### src/rtl/fibonacci_pkg.sv
// Shared register map, control/status bit positions and engine state encoding.
// Byte-lane merge helper for the bus-writable registers.
package fibonacci_pkg;

    localparam logic [2:0] OFS_CTRL   = 3'd0;
    localparam logic [2:0] OFS_DIV    = 3'd1;
    localparam logic [2:0] OFS_LIMIT  = 3'd2;
    localparam logic [2:0] OFS_VALUE  = 3'd3;
    localparam logic [2:0] OFS_INDEX  = 3'd4;
    localparam logic [2:0] OFS_STATUS = 3'd5;

    localparam int CTRL_GO     = 0;
    localparam int CTRL_CLEAR  = 1;
    localparam int CTRL_IRQ_EN = 2;
    localparam int CTRL_OE_EN  = 3;

    localparam int ST_BUSY = 0;
    localparam int ST_DONE = 1;
    localparam int ST_OVF  = 2;

    typedef enum logic [1:0] {
        FSM_IDLE = 2'd0,
        FSM_RUN  = 2'd1,
        FSM_DONE = 2'd2
    } fsm_state_e;

    function automatic logic [31:0] lane_merge(input logic [31:0] old_val,
                                               input logic [31:0] new_val,
                                               input logic [3:0]  sel);
        logic [31:0] mask;
        for (int i = 0; i < 4; i++) begin
            mask[i*8 +: 8] = {8{sel[i]}};
        end
        return (old_val & ~mask) | (new_val & mask);
    endfunction

endpackage

### src/rtl/fib_engine.sv
// Fibonacci sequencer: a/b/INDEX datapath, step prescaler and run-control FSM.
// One term per DIV+1 cycles while running; DONE/OVF flags are sticky until W1C, GO or CLEAR.
module fib_engine
    import fibonacci_pkg::*;
#(
    parameter int WIDTH = 32,
    parameter int DIV_W = 16
) (
    input  logic             clk,
    input  logic             rst_n,
    input  logic             go,
    input  logic             clear,
    input  logic [DIV_W-1:0] div,
    input  logic [WIDTH-1:0] limit,
    input  logic             done_clr,
    input  logic             ovf_clr,
    output logic [WIDTH-1:0] value,
    output logic [WIDTH-1:0] index,
    output logic             busy,
    output logic             done,
    output logic             ovf
);

    fsm_state_e       state_q, state_d;
    logic [WIDTH-1:0] a_q, a_d;
    logic [WIDTH-1:0] b_q, b_d;
    logic [WIDTH-1:0] value_q, value_d;
    logic [WIDTH-1:0] index_q, index_d;
    logic [DIV_W-1:0] cnt_q, cnt_d;
    logic             done_q, done_d;
    logic             ovf_q, ovf_d;
    logic [WIDTH:0]   sum;

    assign sum = {1'b0, a_q} + {1'b0, b_q};

    always_comb begin
        state_d = state_q;
        a_d     = a_q;
        b_d     = b_q;
        value_d = value_q;
        index_d = index_q;
        cnt_d   = cnt_q;
        done_d  = done_q & ~done_clr;
        ovf_d   = ovf_q & ~ovf_clr;
        if (clear) begin
            state_d = FSM_IDLE;
            a_d     = '0;
            b_d     = '0;
            value_d = '0;
            index_d = '0;
            cnt_d   = '0;
            done_d  = 1'b0;
            ovf_d   = 1'b0;
        end else begin
            case (state_q)
                FSM_RUN: begin
                    if (index_q == limit) begin
                        state_d = FSM_DONE;
                        done_d  = 1'b1;
                    end else if (cnt_q >= div) begin
                        // >= so a DIV lowered mid-count still fires on the next compare
                        cnt_d   = '0;
                        value_d = b_q;
                        a_d     = b_q;
                        b_d     = sum[WIDTH-1:0];
                        index_d = index_q + WIDTH'(1);
                        if (sum[WIDTH]) begin
                            ovf_d   = 1'b1;
                            done_d  = 1'b1;
                            state_d = FSM_DONE;
                        end
                    end else begin
                        cnt_d = cnt_q + DIV_W'(1);
                    end
                end
                FSM_IDLE, FSM_DONE: begin
                    if (go) begin
                        state_d = FSM_RUN;
                        a_d     = '0;
                        b_d     = WIDTH'(1);
                        value_d = '0;
                        index_d = '0;
                        cnt_d   = '0;
                        done_d  = 1'b0;
                        ovf_d   = 1'b0;
                    end
                end
                default: state_d = FSM_IDLE;
            endcase
        end
    end

    always_ff @(posedge clk or negedge rst_n) begin
        if (!rst_n) begin
            state_q <= FSM_IDLE;
            a_q     <= '0;
            b_q     <= '0;
            value_q <= '0;
            index_q <= '0;
            cnt_q   <= '0;
            done_q  <= 1'b0;
            ovf_q   <= 1'b0;
        end else begin
            state_q <= state_d;
            a_q     <= a_d;
            b_q     <= b_d;
            value_q <= value_d;
            index_q <= index_d;
            cnt_q   <= cnt_d;
            done_q  <= done_d;
            ovf_q   <= ovf_d;
        end
    end

    assign value = value_q;
    assign index = index_q;
    assign busy  = (state_q == FSM_RUN);
    assign done  = done_q;
    assign ovf   = ovf_q;

endmodule

### src/rtl/fibonacci_wb.sv
// Wishbone slave wrapper around fib_engine: register decode, byte-lane writes, IRQ and pads.
// Ack one cycle after a request is first seen, never two acks back to back; no wait states.
module fibonacci_wb
    import fibonacci_pkg::*;
#(
    parameter int WIDTH = 32,
    parameter int DIV_W = 16
) (
    input  logic        wb_clk_i,
    input  logic        resetb,
    input  logic        wbs_cyc_i,
    input  logic        wbs_stb_i,
    input  logic        wbs_we_i,
    input  logic [3:0]  wbs_sel_i,
    input  logic [31:0] wbs_adr_i,
    input  logic [31:0] wbs_dat_i,
    output logic        wbs_ack_o,
    output logic [31:0] wbs_dat_o,
    output logic [15:0] io_out,
    output logic [15:0] io_oeb,
    output logic        irq_o
);

    logic             ack_q, ack_d;
    logic [31:0]      dat_q, dat_d;
    logic             irq_en_q, irq_en_d;
    logic             oe_en_q, oe_en_d;
    logic [DIV_W-1:0] div_q, div_d;
    logic [WIDTH-1:0] limit_q, limit_d;

    logic             req, wr_en, rd_en;
    logic [2:0]       ofs;
    logic [31:0]      ctrl_old, ctrl_new, div_new, limit_new, rdata;
    logic             go, clear, done_clr, ovf_clr;
    logic [WIDTH-1:0] eng_value, eng_index;
    logic [31:0]      value32, index32;
    logic             eng_busy, eng_done, eng_ovf;
    logic             unused_adr;

    assign req   = wbs_cyc_i & wbs_stb_i & ~ack_q;
    assign wr_en = req & wbs_we_i;
    assign rd_en = req & ~wbs_we_i;
    assign ofs   = wbs_adr_i[4:2];
    assign unused_adr = ^{wbs_adr_i[31:5], wbs_adr_i[1:0]};

    assign value32 = 32'(eng_value);
    assign index32 = 32'(eng_index);

    // GO/CLEAR and the W1C bits all live in byte lane 0
    assign go       = wr_en && (ofs == OFS_CTRL)   && wbs_sel_i[0] && wbs_dat_i[CTRL_GO];
    assign clear    = wr_en && (ofs == OFS_CTRL)   && wbs_sel_i[0] && wbs_dat_i[CTRL_CLEAR];
    assign done_clr = wr_en && (ofs == OFS_STATUS) && wbs_sel_i[0] && wbs_dat_i[ST_DONE];
    assign ovf_clr  = wr_en && (ofs == OFS_STATUS) && wbs_sel_i[0] && wbs_dat_i[ST_OVF];

    always_comb begin
        ctrl_old              = '0;
        ctrl_old[CTRL_IRQ_EN] = irq_en_q;
        ctrl_old[CTRL_OE_EN]  = oe_en_q;
        ctrl_new  = lane_merge(ctrl_old, wbs_dat_i, wbs_sel_i);
        div_new   = lane_merge(32'(div_q), wbs_dat_i, wbs_sel_i);
        limit_new = lane_merge(32'(limit_q), wbs_dat_i, wbs_sel_i);

        irq_en_d = irq_en_q;
        oe_en_d  = oe_en_q;
        div_d    = div_q;
        limit_d  = limit_q;
        if (wr_en) begin
            case (ofs)
                OFS_CTRL: begin
                    irq_en_d = ctrl_new[CTRL_IRQ_EN];
                    oe_en_d  = ctrl_new[CTRL_OE_EN];
                end
                OFS_DIV:   div_d   = DIV_W'(div_new);
                OFS_LIMIT: limit_d = WIDTH'(limit_new);
                default: ;
            endcase
        end
    end

    always_comb begin
        rdata = '0;
        case (ofs)
            OFS_CTRL: begin
                rdata[CTRL_IRQ_EN] = irq_en_q;
                rdata[CTRL_OE_EN]  = oe_en_q;
            end
            OFS_DIV:   rdata = 32'(div_q);
            OFS_LIMIT: rdata = 32'(limit_q);
            OFS_VALUE: rdata = value32;
            OFS_INDEX: rdata = index32;
            OFS_STATUS: begin
                rdata[ST_BUSY] = eng_busy;
                rdata[ST_DONE] = eng_done;
                rdata[ST_OVF]  = eng_ovf;
            end
            default: rdata = '0;
        endcase
        ack_d = req;
        dat_d = rd_en ? rdata : 32'd0;
    end

    always_ff @(posedge wb_clk_i or negedge resetb) begin
        if (!resetb) begin
            ack_q    <= 1'b0;
            dat_q    <= '0;
            irq_en_q <= 1'b0;
            oe_en_q  <= 1'b0;
            div_q    <= '0;
            limit_q  <= '0;
        end else begin
            ack_q    <= ack_d;
            dat_q    <= dat_d;
            irq_en_q <= irq_en_d;
            oe_en_q  <= oe_en_d;
            div_q    <= div_d;
            limit_q  <= limit_d;
        end
    end

    fib_engine #(
        .WIDTH (WIDTH),
        .DIV_W (DIV_W)
    ) u_engine (
        .clk      (wb_clk_i),
        .rst_n    (resetb),
        .go       (go),
        .clear    (clear),
        .div      (div_q),
        .limit    (limit_q),
        .done_clr (done_clr),
        .ovf_clr  (ovf_clr),
        .value    (eng_value),
        .index    (eng_index),
        .busy     (eng_busy),
        .done     (eng_done),
        .ovf      (eng_ovf)
    );

    assign wbs_ack_o = ack_q;
    assign wbs_dat_o = dat_q;
    assign irq_o     = irq_en_q & eng_done;
    assign io_oeb    = {16{~oe_en_q}};
    assign io_out    = value32[15:0];

endmodule

### config.mk
export PLATFORM = sky130hd
export DESIGN_NAME = fibonacci_wb
export DESIGN_NICKNAME = d
export VERILOG_FILES = /design/src/rtl/fibonacci_pkg.sv /design/src/rtl/fib_engine.sv /design/src/rtl/fibonacci_wb.sv
export SDC_FILE = /design/constraint.sdc
export NUM_CORES = 1
export LEC_CHECK = 0
export CORE_ASPECT_RATIO = 1.5
export CORE_MARGIN = 10
export CORE_UTILIZATION = 25
export CTS_CLUSTER_DIAMETER = 120
export DETAILED_ROUTE_END_ITERATION = 12
export PLACE_DENSITY = 0.39
export SLEW_MARGIN = 20
export SYNTH_ARGS = -nofsm -noshare
export SYNTH_HDL_FRONTEND = slang
export SYNTH_SLANG_ARGS = --single-unit
### constraint.sdc
create_clock -name wb_clk_i -period 3.23 [get_ports wb_clk_i]
set_input_delay 0.323 -clock wb_clk_i [delete_from_list [all_inputs] [get_ports wb_clk_i]]
set_output_delay 0.323 -clock wb_clk_i [all_outputs]
set_load 0.05 [all_outputs]
==> summary.md, run 1 <==
| Metric | Value |
|---|---|
| Longest Clk Path Bufs | 2 |
| Initial Utilization | 25.28% |
| Vias in the first global route | 9723 |
| WL/cell | 20.32 um |
| Asr flop ratio synth | 100.0% |
| CP Launch Type | flip-flop |
| Clk_lat worst skew | 0.47 ns |
| Number of max-cap violations | 0 |
| H-tree levels | 4 |
| Clock sinks | 199 |
| Synth cell count leaders | dfrtp_1 (199), nand2_1 (147), nor2_1 (126) |
| Arrival time at the worst endpoint | 3.36 ns |
| Die height | 283.5 um |
| WP data required | 3.58 ns |
| RSZ-0062 raised after global routing | false |
| Int Pwr | 5218 uW |
| Hold Path End | wbs_dat_o[3] |
| RR Endpoint | u_engine.state_q[1] |
| Clk_skew | 0.01516 ns |
| Period utilization | 93.29% |
| Root Buffer | clkbuf_16 |
| Hold Path Origin | wbs_adr_i[2] |
| R2R Setup Slk | 0.22 ns |
| Pin count of the biggest net entering global routing | 84 |
| Hold Path Class | primary input to flip-flop |
| Clock-pin slew on the worst setup and hold paths | 0.08 ns |
| Inserted Diodes | 0 |
| Router iterations before antenna repair | 7 |
| # setup viols final | 0 |
| PD cells | 622.6 nW/um2 |
| Clk network pwr share | 27.4% |
| Synthesized Nets | 1347 |
| F_max | 331.9 MHz |
| Cell count after synthesis | 1223 |
| Largest area contributor in the netlist | dfrtp_1 |
| NetSw | 3563 uW |
| RePlAce Congestion | 0.8122 |
| Final nets | 1445 |
| # DRC | 0 |
| Synthesized flop and latch total | 199 |
| Outcome | finished clean |
| Worst slew pin tran | 0.9109 ns |
| CTS tree | yes |
| Total Routing Usage GR | 14.13% |
| Post-synth EDFFs | 0 |
| Setup repair bufs after CTS | 0 |
| Initial antenna violation count | 0 |
| Max rail drop VDD | 0.4156 mV |
| Sequential-to-total area share from yosys stat | 43.05% |
| Vias | 9211 |
| Mapped Area | 11570 um2 |
| Slew Limit Fails | 0 |
| Placed cell count | 1889 |
| Sw Share | 40.58% |
| Post-Syn Area per Cell | 9.459 um2 |
| Min Clock Period, post-route | 3.013 ns |
| Synth unique cells | 72 |
| Most common cell in the netlist | dfrtp_1 |
| Total power | 8781 uW |
| Rel. slew slack | 39.05% |
| Inserted Clock Buffers | 17 |
| Die Width | 195.6 um |
| Hold Crit Depth | 4 |
| Final hold viol count | 0 |
| Synth top area cells | dfrtp_1 (43%), xnor2_1 (6.1%), ha_1 (5.4%), mux2_2 (5.0%), nand2_1 (4.8%) |
| First-pass GRT wire length | 60800 um |
| Row Count | 96 |
| FF-to-FF Start | u_engine.a_q[0] |
| Critical path class | flip-flop to flip-flop |
| # port buffers | 109 |
| Worst setup EP type | flip-flop |
| Gr ovfl total | 0 |
| Utilization after layout | 30.82% |
| Setup TNS | 0 ns |
| Syn. warnings | 0 |
| Area Growth Syn to Fin | 21.91% |
| Part of the power in registers | 36.9% |
| Via/cell ratio | 4.792 |
| P_leak | 0.006272 uW |
| Final ANT Viol Nets | 0 |
| Die ar. | 55460 um2 |
| Share of layout cells above drive strength 1 | 12.22% |
| Dpl hpwl | 29980 um |
| Top cell type's share of synthesized area | 43.05% |
| Core ar. | 45760 um2 |
| Drt total wl | 39050 um |
| Layout Cells excl Fill | 1922 |
| Logic gate share of total power | 35.7% |
| Commonest register cell after synthesis | dfrtp_1 |
| Iter 0 DRT Violations | 490 |
| Path depth of the worst reg2reg path | 11 |
| Crit Path Max Fanout | 4 |
| I/O Pins | 139 |
| Filler cells | 4794 |
## per-layer routing
layer / wire length, um / GRT usage (%) / vias to the layer above
li1: - / - / 4477
met1: 16530 / 16.53 / 4512
met2: 19930 / 25.20 / 183
met3: 1128 / 2.199 / 39
met4: 1461 / 5.262 / 0
met5: 0 / 0 / -
## final cells by class
class                           count  area [um2]  share of cell area, %
Clock inverter                     15       226.5                  1.606
Clock buffer                       17       425.4                  3.016
Multi-Input combinational cell    901        5998                  42.53
Tap cell                          588       735.7                  5.216
Timing Repair Buffer              168        1610                  11.42
Inverter                           34       127.6                 0.9049
Sequential cell                   199        4980                  35.31
## per-stage QoR
stage	setup WS, ns	area, um2	hold WS (ns)
after CTS	0.2145	14100	0.1477
final	0.2166	14100	0.1675
after floorplan	0.6551	11570	0.02741
after detailed placement	0.1754	13440	0.4470
after global placement	0.1804	13440	0.4539
after global routing	0.02727	14100	0.1802
## worst max-delay path: stages (launching register included)
cell	delay (ns)
dfrtp_1	0.41
ha_1	0.25
inv_1	0.08
fa_1	0.20
nand2b_1	0.14
a21oi_1	0.09
o2111ai_1	0.37
nand3_1	0.19
a31oi_1	0.58
o21ba_2	0.30
o21a_1	0.19
o21ai_0	0.10
## logic make-up (layout without fill, tap and decap cells)
| family | after synthesis | in the layout | synth area share [%] |
|---|---|---|---|
| buf+inv | 123 | 234 | 5.332 |
| fa+ha+maj | 51 | 51 | 5.581 |
| xor+xnor | 97 | 97 | 7.344 |
| flops | 199 | 199 | 43.05 |
| compound gates | 234 | 234 | 13.81 |
| simple gates | 447 | 447 | 18.10 |
| mux | 72 | 72 | 6.781 |
## timing repair
action / CTS / global route
hold endpoints to repair: 79 / 0
gates resized for setup: 0 / 0
hold buffers: 1 / 0
## cell usage in the layout (no fill, tap or decap), types with 34 or more instances in the layout
| cell type | instances |
|---|---|
| inv_1 | 34 |
| nand3_1 | 52 |
| xnor2_1 | 81 |
| mux2_2 | 51 |
| ha_1 | 50 |
| nor2_1 | 125 |
| a21oi_1 | 48 |
| buf_4 | 52 |
| clkdlybuf4s50_1 | 107 |
| nand2_1 | 147 |
| dfrtp_1 | 199 |
| o21ai_0 | 48 |
## power groups by stage
stage          combinational, uW  sequential, uW  clock, uW
2_1_floorplan               2140            3150          0
3_3_place_gp                3180            3300          0
3_5_place_dp                3190            3300          0
4_1_cts                     3210            3250       2480
5_1_grt                     3460            3290       2570
6_report                    3130            3240       2400
## worst max path at each step
stage | to | startpoint | slack [ns] | depth (start not counted)
after detailed placement | u_engine.index[24] | wbs_cyc_i | 0.18 | 8
after CTS | u_engine.state_q[1] | u_engine.a_q[0] | 0.21 | 11
final | u_engine.state_q[1] | u_engine.a_q[0] | 0.22 | 11
after floorplan | u_engine.b_q[25] | u_engine.a_q[1] | 0.66 | 9
after global placement | u_engine.index[24] | wbs_stb_i | 0.18 | 8
after global routing | u_engine.state_q[1] | u_engine.a_q[0] | 0.03 | 11
(Power assumes the default switching activity.)
==> inputs of run 2 (changes only) <==
ABC_CLOCK_PERIOD_IN_PS = 3230   (was unset)
CORE_MARGIN = 2   (was 10)
==> summary.md, run 2 (synthesis gave the netlist of run 1 again) <==
| Metric | Value |
|---|---|
| Outcome | finished clean |
| Area Growth Syn to Fin | 21.30% |
| Clock sinks | 199 |
| Die height | 267.5 um |
| Utilization after layout | 30.66% |
| Initial antenna violation count | 1 |
| CP Buf/Inv Count | 0 |
| CP delay by family, top | compound AO/OA/AOI/OAI gates |
| # port buffers | 109 |
| First-pass GRT wire length | 59360 um |
| Core ar. | 45760 um2 |
| F_max | 340.3 MHz |
| Vias | 9180 |
| Row Count | 96 |
| CP Launch Type | flip-flop |
| Router iterations before antenna repair | 5 |
| Cts hold-fix bufs | 1 |
| H-tree levels | 4 |
| RePlAce Congestion | 0.8024 |
| Slew Limit Fails | 0 |
| Worst slew pin tran | 0.8539 ns |
| Period utilization | 90.97% |
| Arrival time at the worst endpoint | 3.27 ns |
| Worst setup EP type | flip-flop |
| Filler cells | 4808 |
| Die Width | 179.6 um |
| Post_cts resized | 0 |
| # DRC | 0 |
| RSZ-0062 raised after global routing | false |
| Clk_lat worst skew | 0.47 ns |
| Final WS setup | 0.2917 ns |
| R2R Setup Slk | 0.29 ns |
| WP data required | 3.56 ns |
| PD cells | 607.0 nW/um2 |
| Min Clock Period, post-route | 2.938 ns |
| Clock-pin slew on the worst setup and hold paths | 0.08 ns |
| Max rail drop VDD | 0.4962 mV |
| Setup repair bufs after CTS | 0 |
| Hold Path Class | primary input to flip-flop |
| Vias in the first global route | 9698 |
| Inserted Diodes | 0 |
| Crit-path slowest cell | dfrtp_1 |
| CP cell instances | ha_1 > a211o_1 > a211oi_2 > o22ai_2 > a221o_1 > a41o_1 > a221oi_2 > xor2_1 > o21ai_0 |
| Most frequent cells in the layout | dfrtp_1 (199), nand2_1 (147), nor2_1 (125) |
| Gr ovfl total | 0 |
| Pin count of the biggest net entering global routing | 83 |
| Crit path largest cell delay | 0.43 ns |
| Via/cell ratio | 4.769 |
| # setup viols final | 0 |
| Setup TNS | 0 ns |
| Iter 0 DRT Violations | 497 |
| Share of layout cells above drive strength 1 | 12.42% |
| Die ar. | 48050 um2 |
| Final nets | 1449 |
| Final hold viol count | 0 |
| Rel. slew slack | 42.86% |
| Drt total wl | 37950 um |
| Final ANT Viol Nets | 0 |
| Crit Path Max Fanout | 5 |
| Number of max-cap violations | 0 |
| Clk_skew | 0.01655 ns |
| WL/cell | 19.72 um |
| Longest Clk Path Bufs | 2 |
| Total Routing Usage GR | 16.21% |
| Root Buffer | clkbuf_16 |
| Critical path class | flip-flop to flip-flop |
| Pre-CTS WS | 0.2352 ns |
| Dpl hpwl | 29190 um |
| Initial Utilization | 25.28% |
| I/O Pins | 139 |
| P_leak | 0.006247 uW |
| Leading cell type in the layout, fill and taps excluded | dfrtp_1 |
| Inserted Clock Buffers | 17 |
| CTS tree | yes |
==> run 2: cell types whose count changed in the layout (fill, tap and decap cells not counted) <==
| cell | before | now |
|---|---|---|
| a21oi_2 | 2 | 1 |
| a21oi_4 | 0 | 1 |
| buf_12 | 6 | 4 |
| buf_4 | 52 | 58 |
| bufinv_16 | 2 | 0 |
| clkbuf_8 | 1 | 2 |
| clkinv_4 | 1 | 2 |
| clkinv_8 | 5 | 2 |
| clkinvlp_4 | 0 | 2 |
| inv_12 | 1 | 0 |
| inv_8 | 3 | 4 |
| o21ai_2 | 0 | 1 |
| o21ai_4 | 1 | 0 |
==> run 2: final cells by class <==
cell class	instances	area (um2)	area share, %
Inverter	34	127.6	0.9095
Timing Repair Buffer	172	1615	11.51
Sequential cell	199	4980	35.49
Multi-Input combinational cell	901	5998	42.75
Tap cell	588	735.7	5.243
Clock inverter	13	136.4	0.9719
Clock buffer	18	439.2	3.130
==> run 2: metal layers <==
layer,global-route usage (%),share of wire [%]
met3,1.985,1.9
met5,0,0
met2,28.88,51
met1,19.36,43
met4,7.647,4.1
==> run 2: path summary, 6_finish.rpt <==
| path | from | end | depth (start not counted) |
|---|---|---|---|
| max in group asynchronous | resetb | u_engine.b_q[4] | 3 |
| min reg2reg | wbs_ack_o | wbs_ack_o | 1 |
| min | wbs_adr_i[2] | wbs_dat_o[3] | 4 |
| max | u_engine.a_q[1] | u_engine.b_q[25] | 9 |
| min in group asynchronous | resetb | wbs_dat_o[24] | 2 |
| max reg2reg | u_engine.a_q[1] | u_engine.b_q[25] | 9 |
==> run 2: worst reg2reg max path, cell delays in order (launching register included) <==
cell	delay, ns
dfrtp_1	0.43
ha_1	0.32
a211o_1	0.32
a211oi_2	0.31
o22ai_2	0.20
a221o_1	0.39
a41o_1	0.30
a221oi_2	0.28
xor2_1	0.17
o21ai_0	0.09
==> run 2: where the power goes <==
part | switching (uW) | internal [uW] | leakage (uW) | total (uW)
logic | 1940 | 1150 | 0.00326 | 3090
registers | 401 | 2850 | 0.00271 | 3250
clock network | 1130 | 1050 | 0.000277 | 2180
==> run 2: stage by stage <==
step,hold slack (ns),instance area [um2],instances,power (uW)
6_report,0.1781,14030,1925,8517
5_1_grt,0.2016,14030,1925,9102
4_1_cts,0.1587,14030,1925,8677
3_5_place_dp,0.4278,13450,1893,6451
3_3_place_gp,0.4298,13450,1893,6436
2_1_floorplan,0.02741,11570,1223,5281
==> inputs of run 3 (changes only) <==
GPL_ROUTABILITY_DRIVEN = 1   (was unset)
==> results of run 3 <==
Final layout, timing and power as in run 2 (identical DEF).
